$ cat config.mk
export PLATFORM = sky130hd
export DESIGN_NAME = regfile_wb_arbiter
export DESIGN_NICKNAME = d
export VERILOG_FILES = /design/src/rtl/regfile_pkg.sv /design/src/rtl/rr_arbiter.sv /design/src/rtl/regfile_wb_arbiter.sv
export SDC_FILE = /design/constraint.sdc
export NUM_CORES = 1
export LEC_CHECK = 0
export CAP_MARGIN = 20
export CORE_MARGIN = 2
export CORE_UTILIZATION = 63
export CTS_CLUSTER_DIAMETER = 150
export DETAILED_ROUTE_END_ITERATION = 10
export DONT_BUFFER_PORTS = 1
export PLACE_DENSITY_LB_ADDON = 0.05
export SLEW_MARGIN = 10
export SYNTH_ARGS = -nofsm -noshare
export SYNTH_HDL_FRONTEND = slang
export SYNTH_SLANG_ARGS = --single-unit
$ cat constraint.sdc
create_clock -name clk -period 5.6 [get_ports clk]
set_input_delay 0 -clock clk [delete_from_list [all_inputs] [get_ports clk]]
set_output_delay 0 -clock clk [all_outputs]
set_load 0.005 [all_outputs]
$ cat src/rtl/regfile_pkg.sv
// ============================================================================
// Module : regfile_pkg
// Brief  : Register-file geometry shared by the writeback arbiter and users.
// Rev    : 1.0  initial release
// ============================================================================
`default_nettype none

package regfile_pkg;

  localparam int REG_ADDR_W = 5;
  localparam int REG_DATA_W = 32;
  localparam int NUM_REGS   = 32;

  localparam logic [REG_ADDR_W-1:0] REG_ZERO = 5'd0;

  function automatic logic [NUM_REGS-1:0] reg_onehot(input logic [REG_ADDR_W-1:0] addr);
    logic [NUM_REGS-1:0] v;
    v       = '0;
    v[addr] = 1'b1;
    return v;
  endfunction

endpackage

`default_nettype wire

$ cat src/rtl/rr_arbiter.sv
// ============================================================================
// Module : rr_arbiter
// Brief  : Combinational round-robin arbiter; first request at index >= ptr wins.
// Rev    : 1.0  initial release
// ============================================================================
`default_nettype none

module rr_arbiter #(
  parameter  int N     = 3,
  localparam int IDX_W = (N > 1) ? $clog2(N) : 1
) (
  input  logic [N-1:0]     req,
  input  logic [IDX_W-1:0] ptr,
  output logic [N-1:0]     grant,
  output logic [IDX_W-1:0] grant_idx
);

  int               w_k;
  logic [IDX_W-1:0] w_idx;
  logic             w_found;

  always_comb begin
    grant     = '0;
    grant_idx = '0;
    w_found   = 1'b0;
    w_k       = 0;
    w_idx     = '0;
    for (int off = 0; off < N; off++) begin
      w_k = int'(ptr) + off;
      if (w_k >= N) w_k = w_k - N;
      w_idx = IDX_W'(w_k);
      if (!w_found && req[w_idx]) begin
        w_found      = 1'b1;
        grant[w_idx] = 1'b1;
        grant_idx    = w_idx;
      end
    end
  end

endmodule

`default_nettype wire

$ cat src/rtl/regfile_wb_arbiter.sv
// ============================================================================
// Module : regfile_wb_arbiter
// Brief  : Round-robin share of the register-file write port with pending-write scoreboard.
// Rev    : 1.0  initial release
// ============================================================================
`default_nettype none

module regfile_wb_arbiter
  import regfile_pkg::*;
#(
  parameter int NUM_REQ = 3,
  parameter int ADDR_W  = REG_ADDR_W,
  parameter int DATA_W  = REG_DATA_W
) (
  input  logic                      clk,
  input  logic                      rst,
  input  logic                      flush,
  input  logic [NUM_REQ-1:0]        req_valid,
  input  logic [NUM_REQ*ADDR_W-1:0] req_addr,
  input  logic [NUM_REQ*DATA_W-1:0] req_data,
  output logic [NUM_REQ-1:0]        req_ready,
  output logic [ADDR_W-1:0]         wr_addr,
  output logic [DATA_W-1:0]         wr_data,
  output logic [NUM_REGS-1:0]       busy_mask
);

  localparam int c_idx_w = (NUM_REQ > 1) ? $clog2(NUM_REQ) : 1;

  logic [NUM_REQ-1:0] r_slot_full;
  logic [ADDR_W-1:0]  r_slot_addr [NUM_REQ];
  logic [DATA_W-1:0]  r_slot_data [NUM_REQ];
  logic [c_idx_w-1:0] r_ptr;
  logic [ADDR_W-1:0]  r_wr_addr;
  logic [DATA_W-1:0]  r_wr_data;

  logic [NUM_REQ-1:0] w_arb_grant;
  logic [NUM_REQ-1:0] w_grant;
  logic [NUM_REQ-1:0] w_accept;
  logic [c_idx_w-1:0] w_grant_idx;
  logic               w_any_grant;

  rr_arbiter #(.N(NUM_REQ)) u_arb (
    .req       (r_slot_full),
    .ptr       (r_ptr),
    .grant     (w_arb_grant),
    .grant_idx (w_grant_idx)
  );

  // A flush cycle issues nothing, so the pointer and slots see no grant.
  assign w_grant     = flush ? '0 : w_arb_grant;
  assign w_any_grant = |w_grant;
  assign req_ready   = (rst && !flush) ? (~r_slot_full | w_grant) : '0;
  assign w_accept    = req_valid & req_ready;

  always_ff @(posedge clk) begin
    for (int i = 0; i < NUM_REQ; i++) begin
      if (!rst || flush) begin
        r_slot_full[i] <= 1'b0;
      end else if (w_accept[i] && (req_addr[i*ADDR_W +: ADDR_W] != ADDR_W'(REG_ZERO))) begin
        r_slot_full[i] <= 1'b1;
        r_slot_addr[i] <= req_addr[i*ADDR_W +: ADDR_W];
        r_slot_data[i] <= req_data[i*DATA_W +: DATA_W];
      end else if (w_grant[i]) begin
        r_slot_full[i] <= 1'b0;
      end
    end
  end

  always_ff @(posedge clk) begin
    if (!rst) begin
      r_ptr     <= '0;
      r_wr_addr <= '0;
      r_wr_data <= '0;
    end else if (flush) begin
      r_wr_addr <= '0;
    end else if (w_any_grant) begin
      r_wr_addr <= r_slot_addr[w_grant_idx];
      r_wr_data <= r_slot_data[w_grant_idx];
      r_ptr     <= (w_grant_idx == c_idx_w'(NUM_REQ-1)) ? '0 : w_grant_idx + 1'b1;
    end else begin
      r_wr_addr <= '0;
    end
  end

  assign wr_addr = r_wr_addr;
  assign wr_data = r_wr_data;

  // Registers drop out of the mask once on wr_addr; the regfile bypass covers them.
  always_comb begin
    busy_mask = '0;
    for (int i = 0; i < NUM_REQ; i++) begin
      if (r_slot_full[i]) busy_mask = busy_mask | reg_onehot(r_slot_addr[i]);
    end
  end

endmodule

`default_nettype wire

==> results of run 1 <==
## per-stage QoR
| step | hold WS, ns | setup WS, ns | total power (W) | std cells |
|---|---|---|---|---|
| final | 0.104 | 1.85 | 0.00271 | 856 |
| after global routing | 0.0838 | 1.67 | 0.00279 | 855 |
| after CTS | 0.0700 | 1.90 | 0.00268 | 850 |
| after detailed placement | 0.0989 | 2.31 | 0.00154 | 698 |
| after global placement | 0.0989 | 2.42 | 0.00154 | 698 |
| after floorplan | 0.0989 | 0.864 | 0.00151 | 605 |
## final timing paths
kind	start	endpoint	slack, ns	depth (start not counted)
hold / removal	req_data[14]	r_slot_data[0][14]$_DFFE_PP_	0.10	1
setup / recovery	r_slot_full[2]$_SDFFE_PN0P_	r_ptr[1]$_SDFFE_PN0P_	1.85	8
hold reg to reg	wr_data[22]$_SDFFE_PN0P_	wr_data[22]$_SDFFE_PN0P_	0.48	2
setup reg to reg	r_slot_full[2]$_SDFFE_PN0P_	r_ptr[1]$_SDFFE_PN0P_	1.85	8
## what timing repair did
item,4_1_cts,5_1_grt
hold buffers,120,0
setup buffers,0,0
hold endpoints to repair,153,0
## logic make-up (layout without fill, tap and decap cells)
kind of cell	Yosys count	after routing	share of synthesized area
mux	37	37	0.0534
fa+ha+maj	4	4	0.00719
simple gates	221	221	0.158
other cells	0	1	0
compound gates	129	129	0.137
flops	153	153	0.599
buf+inv	61	171	0.0449
## cell usage after synthesis, types with 10 or more instances
library cell	number
edfxtp_1	111
a32o_1	32
nor2_1	11
a22oi_1	31
o21ai_1	16
nand2_1	117
and3_1	38
mux2i_1	36
o21ai_0	23
buf_2	10
clkbuf_1	34
dfxtp_1	42
nor3b_1	13
## cell usage in the layout, fill, tap and decap left out, types with 5 or more instances in the layout
cell type | synthesis | routed
nor2b_1 | 5 | 5
a21oi_1 | 8 | 7
dfxtp_1 | 42 | 41
a32o_1 | 32 | 32
clkbuf_16 | 0 | 16
dlygate4sd3_1 | 0 | 119
edfxtp_1 | 111 | 111
and3_1 | 38 | 38
nand3_1 | 8 | 8
a22oi_1 | 31 | 31
mux2i_1 | 36 | 36
buf_4 | 2 | 5
nor3b_1 | 13 | 13
o21ai_0 | 23 | 23
and3b_1 | 9 | 9
inv_1 | 9 | 9
nand2_1 | 117 | 117
nor2_1 | 11 | 9
o21ai_1 | 16 | 14
a31oi_1 | 5 | 5
## routing by layer
metal  vias up  part of all wire
met5         -                 0
met4         0             0.023
met3        51              0.10
met2       387              0.51
met1      2661              0.37
li1       2470                 -
## sequential cells by signal, indices dropped and copies added, names as in the netlist
register	flops
r_slot_data	96
wr_data	32
r_slot_addr	15
wr_addr	5
r_slot_full	3
r_ptr	2
## worst max-delay path, cell delays in order (launching register included)
cell and delay (ns):
dfxtp_2 1.00, nor4bb_2 0.14, o31a_1 0.37, a211oi_1 0.23, a22oi_1 0.15, o21bai_4 0.54, buf_4 0.45, mux2i_1 0.23
dlygate4sd3_1 0.55
## report_power, final
part | internal, W | switching [W]
Combinational | 0.000144 | 0.000169
Sequential | 0.00127 | 0.0000410
Clock | 0.000635 | 0.000449
## cell type report
cell class              instances  area, sq um  share of cell area
clock buffers                  21          429              0.0487
multi-input cells             391         2520               0.287
well taps                     140          175              0.0199
repair buffers                130         1340               0.152
inverters                       9         33.8             0.00384
diodes                          1         2.50            0.000284
clock inverters                11          125              0.0142
flip-flops and latches        153         4180               0.474
==> flow_summary.toml, run 1 <==
[status]
status = "complete, no violations"

[synthesis]
synth_area_leaders = "edfxtp_1, dfxtp_1, nand2_1"
synth_edf_count = 111
synth_top_flop_cell = "edfxtp_1"
yosys_warnings = 0
syn_inst = 605
synth.distinct_cells = 47
synth_top_cell_area_share = 0.479
async_reset_ff_frac = 0
yosysTopAreaCell = "edfxtp_1"
avgSynthCellArea_sq_um = 11.5
ys_seq_area_frac = 0.599
yosys_register_bits = 153
synth_fp_nets = 726
syn_area_sq_um = 6960

[timing]
setup_violations = 0
fmax_mhz = 267
final_hold_viol_count = 0
fin_crit_sh = 0.669
fin_tns_setup_ns = 0
slew_headroom = 0.257
rsz0062_at_grt = "false"
clock_skew_ns = 0.00893
period_needed_ns = 3.75
drv_slew = 0
worstMarginPinSlew_ns = 1.11

[cts]
cts.htree.levels = 4
root_buffer = "clkbuf_8"
clk-insertion-delay-late_ns = 0.52
cts_resized = 0
clkTransAtPathRegs_ns = 0.06
cts.sinks = 153
cts_tree = "done"
numCtsBuffers = 17
clk_path_buf_depth = 2

[routing]
routed_wl_um = 19400
drt_first_iter_violations = 672
routedWlPerCell_um = 22.7
num_vias = 5569
post_drt_via_cell_ratio = 6.51
ant_nets = 0
first_pass_iters = 6
drc = 0

[floorplanning]
die_area_sq_um = 11900
core_sq_um = 10800
die_x_um = 109
ios = 189
initial_utilization = 0.645
die_h_um = 109
rows = 38

[hold_path]
hold_path_class = "input port to flop"

[place]
place.gp.congestion = 0.866
io_buffer_count = 0
placed_area_sq_um = 6950
hpwl_um = 10200

[layout]
utilization = 0.816
final_area_sq_um = 8810
synthToLayoutAreaGrowth_pct = 26.4
fill_cells = 589
final_nets = 823
drive_gt1_frac = 0.0713

[setup_path]
critical_path_arrival_ns = 4.21
cp_max_fo = 46
cp-start-kind = "flop"
cp.required_ns = 6.06
crit_path_end_kind = "flop"
critPathKind = "flop to flop"

[global_route]
gr-total-overflow = 0
antenna_found_initial = 0
gr-usage-met3 = 0.0956
first_global_vias = 5345
grt_pass1_wl_um = 29200
top_usage_layer = "met2"
grt.met1_usage = 0.413
globalRouteMet2Util = 0.558
globalRouteTotalUtil = 0.330
grt_start_max_net_pins = 71

[pwr]
powerDensity_nw_per_um2 = 307
p_leak_nw = 3.38
ir_worst_vdd_mv = 0.261

[job]
drv_cap = 0
No activity file was read; power rests on OpenSTA's default activity.
==> inputs of run 2 (changes only) <==
--- a/config.mk
+++ b/config.mk
@@ -7,7 +7,7 @@
 export LEC_CHECK = 0
 export CAP_MARGIN = 20
 export CORE_MARGIN = 2
-export CORE_UTILIZATION = 63
+export CORE_UTILIZATION = 57
 export CTS_CLUSTER_DIAMETER = 150
 export DETAILED_ROUTE_END_ITERATION = 10
 export DONT_BUFFER_PORTS = 1
==> constraint.sdc (replaced) <==
create_clock -name clk -period 3.12 [get_ports clk]
set_input_delay 0 -clock clk [delete_from_list [all_inputs] [get_ports clk]]
set_output_delay 0 -clock clk [all_outputs]
set_load 0.005 [all_outputs]
==> flow_summary.toml, run 2 (same netlist as run 1, synthesis figures left out) <==
[pwr]
power.total_w = 0.00490
p_leak_nw = 3.41
ir_worst_vdd_mv = 0.539
powerDensity_nw_per_um2 = 553

[routing]
routed_wl_um = 18900
drc = 0
post_drt_via_cell_ratio = 6.29
routedWlPerCell_um = 21.8
ant_nets = 0
first_pass_iters = 5
num_vias = 5462
drt_first_iter_violations = 629

[cts]
clkTransAtPathRegs_ns = 0.06
numCtsBuffers = 17
clk_path_buf_depth = 2
clk-insertion-delay-late_ns = 0.42
cts.htree.levels = 4
cts_tree = "done"
root_buffer = "clkbuf_16"
cts.sinks = 153

[layout]
drive_gt1_frac = 0.0874
antennaDiodeCount = 0
final_nets = 829
synthToLayoutAreaGrowth_pct = 27.0
fill_cells = 808
largest-register = "r_slot_data"
seq_area_sq_um = 4180
final_cell_mix = "nand2_1, dlygate4sd3_1, edfxtp_1"
largest_reg_flops = 96
multiInputGateArea_sq_um = 2540

[timing]
timing.hold.ws_ns = 0.0321
setup_ws_ns = 0.204
final_hold_viol_count = 0
rsz0062_at_grt = "false"
drv_slew = 0
fmax_mhz = 343
worstMarginPinSlew_ns = 0.853
fin_tns_setup_ns = 0
period_needed_ns = 2.92
fin_crit_sh = 0.935
clock_skew_ns = 0.0121
slew_headroom = 0.431
setup_violations = 0

[place]
place.gp.congestion = 0.862
io_buffer_count = 0
place_ws_ns = 0.266
hpwl_um = 10700

[setup_path]
critical_path_arrival_ns = 3.27
cp_max_fo = 16
reg2reg_from = "r_ptr[1]$_SDFFE_PN0P_"
critPathKind = "flop to flop"
cp-start-kind = "flop"
crit_start = "r_ptr[1]$_SDFFE_PN0P_"
cp.required_ns = 3.47
crit_path_end_kind = "flop"

[floorplanning]
die_x_um = 115
die_area_sq_um = 13100
ios = 189
initial_utilization = 0.582
rows = 40
die_h_um = 115
core_sq_um = 12000

[global_route]
gr-total-overflow = 0
antenna_found_initial = 0
grt_start_max_net_pins = 70
grt_pass1_wl_um = 28400
globalRouteTotalUtil = 0.289
first_global_vias = 5339

[hold_path]
hold_path_class = "input port to flop"
hold_path_startpoint = "req_addr[4]"

[status]
status = "complete, no violations"

[job]
drv_cap = 0
==> run 2: final cells by class <==
type | count | share of cell area
timing repair buffer | 135 | 0.151
sequential | 153 | 0.472
clock buffer | 20 | 0.0516
inverter | 9 | 0.00382
multi-input combinational | 392 | 0.288
clock inverter | 12 | 0.0129
tap | 147 | 0.0208
==> run 2: per-stage QoR <==
| step | util | instances | instance area (sq um) |
|---|---|---|---|
| finish | 0.740 | 868 | 8850 |
| global route | 0.740 | 868 | 8850 |
| CTS | 0.738 | 867 | 8830 |
| detailed placement | 0.590 | 717 | 7060 |
| global placement | 0.590 | 717 | 7060 |
| floorplan | - | 605 | 6980 |
==> run 2: path summary, 6_finish.rpt <==
kind / slack, ns / end / depth (start not counted)
worst max-delay path: 0.20 / r_ptr[1]$_SDFFE_PN0P_ / 8
worst min-delay path: 0.03 / r_slot_full[0]$_SDFFE_PN0P_ / 2
worst min register to register: 0.48 / wr_data[8]$_SDFFE_PN0P_ / 2
worst max register to register: 0.20 / r_ptr[1]$_SDFFE_PN0P_ / 8
==> run 2: timing repair <==
action / in CTS / in global routing
endpoints found under the setup margin: 0 / 2
buffers inserted: 0 / 0
hold buffers: 118 / 0
resized for setup: 0 / 1
endpoints found under the hold margin: 150 / 0
==> run 2: metal layers <==
metal  up-vias  part of all wire  global-route usage  routed length [um]
li1       2477                 -                   -                   -
met1      2646              0.39               0.361                7430
met4         0             0.017               0.110                 327
met3        23             0.088              0.0889                1670
met5         -                 0                   0                   0
met2       316              0.50               0.473                9500
==> run 2: report_power, final <==
group | switching (W) | internal (W) | leakage, nW | total [W]
clock | 0.000828 | 0.00115 | 0.277 | 0.00198
sequential | 0.0000667 | 0.00227 | 1.36 | 0.00234
combinational | 0.000313 | 0.000266 | 1.77 | 0.000579
total | 0.00121 | 0.00369 | 3.41 | 0.00490
==> run 2: critical path: stages, from the launching register on <==
cell and delay [ns]:
dfxtp_1 0.33, inv_1 0.09, ha_1 0.40, nor4bb_2 0.43, o31ai_2 0.20, o21ai_4 0.60
nand2_1 0.10, dlygate4sd3_1 0.57, mux2i_1 0.12
